===== config.mk =====
export PLATFORM = sky130hd
export DESIGN_NAME = bilin_fetch_ctrl
export DESIGN_NICKNAME = d
export VERILOG_FILES = /design/src/rtl/bilin_fetch_ctrl.sv
export SDC_FILE = /design/constraint.sdc
export NUM_CORES = 1
export LEC_CHECK = 0
export ABC_CLOCK_PERIOD_IN_PS = 3180
export CORE_ASPECT_RATIO = 1.75
export CORE_UTILIZATION = 30
export DETAILED_ROUTE_END_ITERATION = 12
export GPL_ROUTABILITY_DRIVEN = 1
export SYNTH_ARGS = -nofsm -noshare
export SYNTH_HDL_FRONTEND = slang
export SYNTH_SLANG_ARGS = --single-unit

===== constraint.sdc =====
create_clock -name clk -period 3.18 [get_ports clk]
set_clock_uncertainty 0.1 [all_clocks]
set_input_delay 0.477 -clock clk [delete_from_list [all_inputs] [get_ports clk]]
set_output_delay 0.477 -clock clk [all_outputs]
set_load 0.01 [all_outputs]

===== src/rtl/bilin_fetch_ctrl.sv =====
// Bilinear fetch sequencer: one coordinate request becomes four clamped neighbour
// reads, absorbs the 1-cycle memory latency and serialises writebacks onto port 0.
module bilin_fetch_ctrl #(
  parameter int ADDR_W  = 12,
  parameter int COORD_W = 8
) (
  input  logic               clk,
  input  logic               rst_n,
  input  logic [COORD_W-1:0] cfg_width,
  input  logic [COORD_W-1:0] cfg_height,
  input  logic [ADDR_W-1:0]  cfg_src_base,
  input  logic               req_valid,
  output logic               req_ready,
  input  logic [COORD_W-1:0] req_x,
  input  logic [COORD_W-1:0] req_y,
  output logic               out_valid,
  input  logic               out_ready,
  output logic [7:0]         out_p00,
  output logic [7:0]         out_p01,
  output logic [7:0]         out_p10,
  output logic [7:0]         out_p11,
  input  logic               wb_valid,
  output logic               wb_ready,
  input  logic [ADDR_W-1:0]  wb_addr,
  input  logic [7:0]         wb_data,
  output logic [ADDR_W-1:0]  raddr0,
  output logic [ADDR_W-1:0]  raddr1,
  output logic [ADDR_W-1:0]  raddr2,
  output logic [ADDR_W-1:0]  raddr3,
  input  logic [7:0]         rdata0,
  input  logic [7:0]         rdata1,
  input  logic [7:0]         rdata2,
  input  logic [7:0]         rdata3,
  output logic [ADDR_W-1:0]  waddr0,
  output logic [7:0]         wdata0,
  output logic               we0,
  output logic [ADDR_W-1:0]  waddr1,
  output logic [7:0]         wdata1,
  output logic               we1,
  output logic [ADDR_W-1:0]  waddr2,
  output logic [7:0]         wdata2,
  output logic               we2,
  output logic [ADDR_W-1:0]  waddr3,
  output logic [7:0]         wdata3,
  output logic               we3,
  output logic [15:0]        rd_count,
  output logic [15:0]        wr_count
);

  typedef enum logic [1:0] {IDLE, RD, CAP, OUT} state_t;

  localparam int PW = 2 * COORD_W;
  localparam int SW = ((ADDR_W > PW) ? ADDR_W : PW) + 1;

  state_t state, state_nxt;
  logic   accept;
  logic [COORD_W-1:0] wm1, hm1, x0, x1, y0, y1;

  // Full-width sum, then truncation: addresses wrap modulo 2^ADDR_W.
  function automatic logic [ADDR_W-1:0] addr_of(input logic [ADDR_W-1:0]  base,
                                                input logic [COORD_W-1:0] w,
                                                input logic [COORD_W-1:0] x,
                                                input logic [COORD_W-1:0] y);
    logic [PW-1:0] prod;
    logic [SW-1:0] sum;
    prod = {{COORD_W{1'b0}}, y} * {{COORD_W{1'b0}}, w};
    sum  = SW'(base) + SW'(prod) + SW'(x);
    return sum[ADDR_W-1:0];
  endfunction

  always_comb begin
    wm1 = cfg_width - COORD_W'(1);
    hm1 = cfg_height - COORD_W'(1);
    x0  = (req_x > wm1) ? wm1 : req_x;
    y0  = (req_y > hm1) ? hm1 : req_y;
    x1  = (x0 < wm1) ? x0 + COORD_W'(1) : wm1;
    y1  = (y0 < hm1) ? y0 + COORD_W'(1) : hm1;
  end

  always_ff @(posedge clk or negedge rst_n) begin
    if (!rst_n) state <= IDLE;
    else        state <= state_nxt;
  end

  always_comb begin
    state_nxt = state;
    case (state)
      IDLE:    if (accept) state_nxt = RD;
      RD:      state_nxt = CAP;
      CAP:     state_nxt = OUT;
      OUT:     if (out_ready) state_nxt = IDLE;
      default: state_nxt = IDLE;
    endcase
  end

  // A fetch never starts while a write is in flight, so reads see every issued write.
  always_comb begin
    req_ready = (state == IDLE) && !we0;
    out_valid = (state == OUT);
    wb_ready  = 1'b1;
    accept    = req_valid && req_ready;
  end

  always_ff @(posedge clk or negedge rst_n) begin
    if (!rst_n) begin
      raddr0   <= '0;
      raddr1   <= '0;
      raddr2   <= '0;
      raddr3   <= '0;
      out_p00  <= '0;
      out_p01  <= '0;
      out_p10  <= '0;
      out_p11  <= '0;
      rd_count <= '0;
    end else begin
      if (accept) begin
        raddr0 <= addr_of(cfg_src_base, cfg_width, x0, y0);
        raddr1 <= addr_of(cfg_src_base, cfg_width, x1, y0);
        raddr2 <= addr_of(cfg_src_base, cfg_width, x0, y1);
        raddr3 <= addr_of(cfg_src_base, cfg_width, x1, y1);
      end
      if (state == CAP) begin
        out_p00 <= rdata0;
        out_p01 <= rdata1;
        out_p10 <= rdata2;
        out_p11 <= rdata3;
      end
      if (state == OUT && out_ready) rd_count <= rd_count + 16'd1;
    end
  end

  always_ff @(posedge clk or negedge rst_n) begin
    if (!rst_n) begin
      waddr0   <= '0;
      wdata0   <= '0;
      we0      <= 1'b0;
      wr_count <= '0;
    end else begin
      we0 <= wb_valid;
      if (wb_valid) begin
        waddr0   <= wb_addr;
        wdata0   <= wb_data;
        wr_count <= wr_count + 16'd1;
      end
    end
  end

  assign waddr1 = '0;
  assign waddr2 = '0;
  assign waddr3 = '0;
  assign wdata1 = '0;
  assign wdata2 = '0;
  assign wdata3 = '0;
  assign we1    = 1'b0;
  assign we2    = 1'b0;
  assign we3    = 1'b0;

endmodule


# After elaboration in Yosys (flattened, before gate mapping)
# Index checks and enable logic that the tools add are counted.
[word_totals] out_inout_bits=199 elab_cells=50 inputBits=101 ff_bits=135
[op_classes] order_cmp=4 n_addsub=12 mux=7 eq_ne=5 reduce_logical=6 multipliers=2
[ops] op="$add A12 B8 Y12" count=4
[ops] op="$add A16 B1 Y16 const B" count=2
[ops] op="$mux W8" count=4
[ops] op="$add A12 B12 Y12" count=2
[ops] op="$mul A8 B8 Y12" count=2
[ops] op="$add A8 B1 Y8 const B" count=2
[ops] op="$gt A8 B8 Y1" count=2
[ops] op="$lt A8 B8 Y1" count=2
[ops] op="$sub A8 B1 Y8 const B" count=2
[ops] op="$pmux W2 S4" count=1
[ops] op="$eq A2 B2 Y1 const B" count=2
[ops] op="$mux W2" count=2
[ops] op="$logic_and A1 B1 Y1" count=3
[ops] op="$eq A2 B1 Y1 const B" count=1
[ops] op="$logic_not A2 Y1" count=1
[ops] op="$ne A2 B1 Y1 const B" count=1
[ops] op="$ne A2 B2 Y1 const B" count=1
[ops] op="$reduce_and A2 Y1" count=1
[ops] op="$logic_not A1 Y1" count=1

# Logic depth before layout (Yosys ltp)
[depth] depth_word=8 ltp_mapped=47 ltp_nobuf=44

# Worst setup path before layout
# No wires, ideal clock.
[synth_timing] path_type="input-to-reg" start="in cfg_height[0]" end="reg raddr2[11]" required_ns=2.951 path_stages=42 slack_ns=-6.426 setup_time_ns=0.129 arrival_ns=9.377 n_path_buf=4 cell_sequence="buf_2 > inv_1 > ha_1 > nand2_1 > xor2_1 > ha_1 > and3_1 > a32o_1 > maj3_1 > a31o_2 > buf_6 > buf_2 > o21ai_1 > ha_1 > o21a_1 > o21a_1 > o21ai_0 > nand2b_1 > [6 not listed] > fa_1 > inv_1 > fa_1 > ha_1 > inv_1 > fa_1 > inv_1 > ha_1 > a21o_1 > a21oi_1 > xnor2_1 > ha_1 > a21oi_1 > nor2b_1 > o21ai_0 > nor2_1 > xnor2_1 > o21ai_1"
[synth_between] elab_chain_cells=8 word_cells_on_any_way=9 cone_classes="4 x add/sub; 1 x mul; 2 x order compare; 2 x mux"
[synth_rtl] item="from (decl)" line_no="10" rtl="input logic [COORD_W-1:0] cfg_height,"
[synth_rtl] item="$sub A8 B1 Y8 (*)" line_no="73" rtl="hm1 = cfg_height - COORD_W'(1);"
[synth_rtl] item="$gt A8 B8 Y1" line_no="75" rtl="y0 = (req_y > hm1) ? hm1 : req_y;"
[synth_rtl] item="$mux W8" line_no="75"
[synth_rtl] item="$add A8 B1 Y8 / $lt A8 B8 Y1 (equally long branches)" line_no="77" rtl="y1 = (y0 < hm1) ? y0 + COORD_W'(1) : hm1;"
[synth_rtl] item="$mux W8 (*)" line_no="77"
[synth_rtl] item="$mul A8 B8 Y12 (*)" line_no="66" rtl="prod = {{COORD_W{1'b0}}, y} * {{COORD_W{1'b0}}, w};"
[synth_rtl] item="$add A12 B12 Y12 (*)" line_no="67" rtl="sum = SW'(base) + SW'(prod) + SW'(x);"
[synth_rtl] item="$add A12 B8 Y12 (*)" line_no="67"
[synth_rtl] item="to (signal assigned)" line_no="119" rtl="raddr2 <= addr_of(cfg_src_base, cfg_width, x0, y1);"
[synth_rtl] item="to (decl)" line_no="28" rtl="output logic [ADDR_W-1:0] raddr2,"
# Every way passes the cells marked *; elsewhere a longest branch is shown, timed or not.
# A chain may end at the register's enable or synchronous reset.

# Worst setup path after layout
[layout_timing] start="in cfg_height[0]" end="reg raddr3[11]"
[layout_between] elab_chain_cells=8 word_cells_on_any_way=9 cone_classes="4 x add/sub; 1 x mul; 2 x order compare; 2 x mux"
[layout_rtl] item="$sub A8 B1 Y8 (*)" line_no="73"
[layout_rtl] item="$gt A8 B8 Y1" line_no="75"
[layout_rtl] item="$mux W8" line_no="75"
[layout_rtl] item="$add A8 B1 Y8 / $lt A8 B8 Y1 (equally long branches)" line_no="77"
[layout_rtl] item="$mux W8 (*)" line_no="77"
[layout_rtl] item="$mul A8 B8 Y12 (*)" line_no="66"
[layout_rtl] item="$add A12 B12 Y12 (*)" line_no="67"
[layout_rtl] item="$add A12 B8 Y12 (*)" line_no="67"
[layout_rtl] item="to (signal assigned)" line_no="120" rtl="raddr3 <= addr_of(cfg_src_base, cfg_width, x1, y1);"
[layout_rtl] item="to (decl)" line_no="29" rtl="output logic [ADDR_W-1:0] raddr3,"
# Marked as above.

==> metrics.txt <==
RR Startpoint=state[0]; final setup fails=48; M3 GR Usage=0.0237; fillers=3912; worst path required time=3390 ps; detailed-route via count=11.0k; register area share after synthesis=0.266; Area contributors post-synth=dfrtp_1 27%, fa_1 14%, ha_1 11%, xnor2_1 5.8%, mux2_2 5.3%; hold_sp=rd_count[15]; largest net degree at the start of global routing=59; Mapped Area=0.0127 mm2; Worst path slowest cell=fa_1; CP max FO=8; status=complete, but fails checks; share of cells above drive strength 1=0.353; busiest grt layer=met2; drt drc=0; gpl congestion=0.895; met2 Use GR=0.369; Vias/cell=4.55; Hold Crit Depth=1; Clock Root Buffer=clkbuf_16; Synth area leader=dfrtp_1; gr ovfl total=0; max incr delay on CP=440 ps; violated checks=negative setup slack; initial antenna violation count=1; Die X=158 um; Yosys reg bits=135; R2R cell count=7; WL/cell=16.0 um; hpwl dp=31600 um; Synth top cells by count=165 x inv_1, 147 x nand2_1, 135 x dfrtp_1; GRT met1 Usage=0.164; Critical Path Start Type=input port; Setup WS post-layout=-4890 ps; final cell count without fillers=2421; Cells after DPL=2343; Nets=2154; Final Hold Fails=0; H-tree Lvls=4; worst reg2reg path endpoint=raddr0[7]; DR pass1 iterations=4; top cell type's share of synthesized area=0.266; Rel. slew slack=0.630; worst slew pin tran=555 ps; first-pass GRT wire length=58600 um; Max-Cap Viols=0; Routed WL=38800 um; Async SR Flop Fraction=1.00; RSZ-0062 raised after global routing=true; CTS Buffer Depth=2; Critical path buffers and inverters=7; arrival time at the worst endpoint=8280 ps; Setup crit end kind=register; Syn Area/Cell=9.49 um2; Synth cell types=70; core area=0.0417 mm2; main flop type after synthesis=dfrtp_1; Synth Warn #=0; number of diodes=0; CTS tree=built; Final period util=2.54; Clock Sinks=135; setup slack at placement=-5940 ps; clk slew on worst S/H paths=70 ps; CTS Buf Count=17; worst min-delay path class=reg -> reg; vias in the first global route=11.5k; Gate Count Post-Synth=1340; row count=99; initial DRC count=325; IO buf count=235; WHS Endpoint=rd_count[15]; All-Layer GR Usage=0.177; min Tclk post-route=8070 ps; Clock Latency Late Sink=420 ps; setup TNS after final layout=-164110 ps; Reg2Reg Setup Slack=1210 ps; CP delay by family, top=adder cells; chip height=274 um; DIE AREA=0.0433 mm2; Post-DRT Antenna Nets=0; Crit Path Category=in -> reg; count leader, synth=inv_1; worst hold slack=362 ps; P&R area growth vs syn=58.8%; number of synthesized flops with an enable pin=0; FMAX=124 MHz; Slew Viols, Final=0; Initial Utilization=0.305; # IOs=300
-- flip-flops by register name, indices dropped and copies added (netlist names), 12 cells and up --
signal    cells
rd_count     16
raddr1       12
waddr0       12
raddr0       12
raddr2       12
wr_count     16
raddr3       12
-- routing by layer --
layer  vias to the layer above  share of wire  wire, um
li1                       5271              -         -
met1                      5336           0.33     12800
met2                       332           0.58     22500
met3                        79          0.047      1840
met4                         2          0.045      1730
met5                         -        0.00044        17
-- timing repair --
action                     CTS  global route
resized for setup          236           129
pin swaps                   93           122
setup endpoints to repair   48            48
hold buffers                 1             0
hold endpoints to repair    56             0
setup buffers               26            28
-- cells by family after synthesis --
group,share of synthesized area
xor gates and xnor gates,0.0918
AOI/OAI and AO/OA,0.107
buffers and inverters,0.102
other,0.000591
muxes,0.0637
adders and majority gates,0.249
and+or+nand+nor,0.120
DFF,0.266
-- layout make-up --
cell class	instances	area, um2	share of cell area
clock buffers	18	429	0.0212
clock inverters	14	220	0.0109
inverters	165	632	0.0313
multi-input cells	994	9950	0.492
flip-flops and latches	135	3380	0.167
well taps	555	694	0.0344
repair buffers	540	4900	0.242
-- layout by cell type, fill, tap and decap left out, types with 10 or more instances in the layout --
cell type,count
ha_4,52
a21oi_2,20
fa_1,78
and2_1,46
clkdlybuf4s50_1,219
conb_1,64
and3_1,10
o21ai_0,12
o21bai_1,20
xnor2_1,50
xor2_1,27
buf_6,57
o21ai_2,12
a21oi_4,11
mux2_2,58
clkbuf_16,17
o21ai_1,48
ha_1,61
nand2_1,131
inv_2,26
nand2_2,10
a21oi_1,27
inv_1,134
nand4_1,10
a21o_1,19
mux2i_1,10
dfrtp_1,135
xnor2_2,31
nor2_1,27
nand3_1,14
buf_4,244
-- through the flow --
step | util | area, um2
after floorplan | - | 13400
after global placement | 0.424 | 17700
after detailed placement | 0.424 | 17700
after CTS | 0.464 | 19400
after global routing | 0.484 | 20200
final | 0.484 | 20200
-- worst max path at each step --
| stage | startpoint | endpoint | slack [ps] | cells past startpoint |
|---|---|---|---|---|
| 6_report | cfg_height[0] | raddr3[11] | -4890 | 42 |
| 5_1_grt | cfg_height[0] | raddr2[11] | -5240 | 42 |
| 4_1_cts | cfg_height[0] | raddr3[10] | -4840 | 38 |
| 3_5_place_dp | cfg_height[1] | raddr2[11] | -5940 | 37 |
| 3_3_place_gp | cfg_height[1] | raddr2[11] | -5780 | 43 |
| 2_1_floorplan | cfg_height[0] | raddr2[11] | -5480 | 45 |
Power is left out: the tool's default activity adds up to more than one toggle a clock period on the data nets, which glitch-free logic cannot reach.
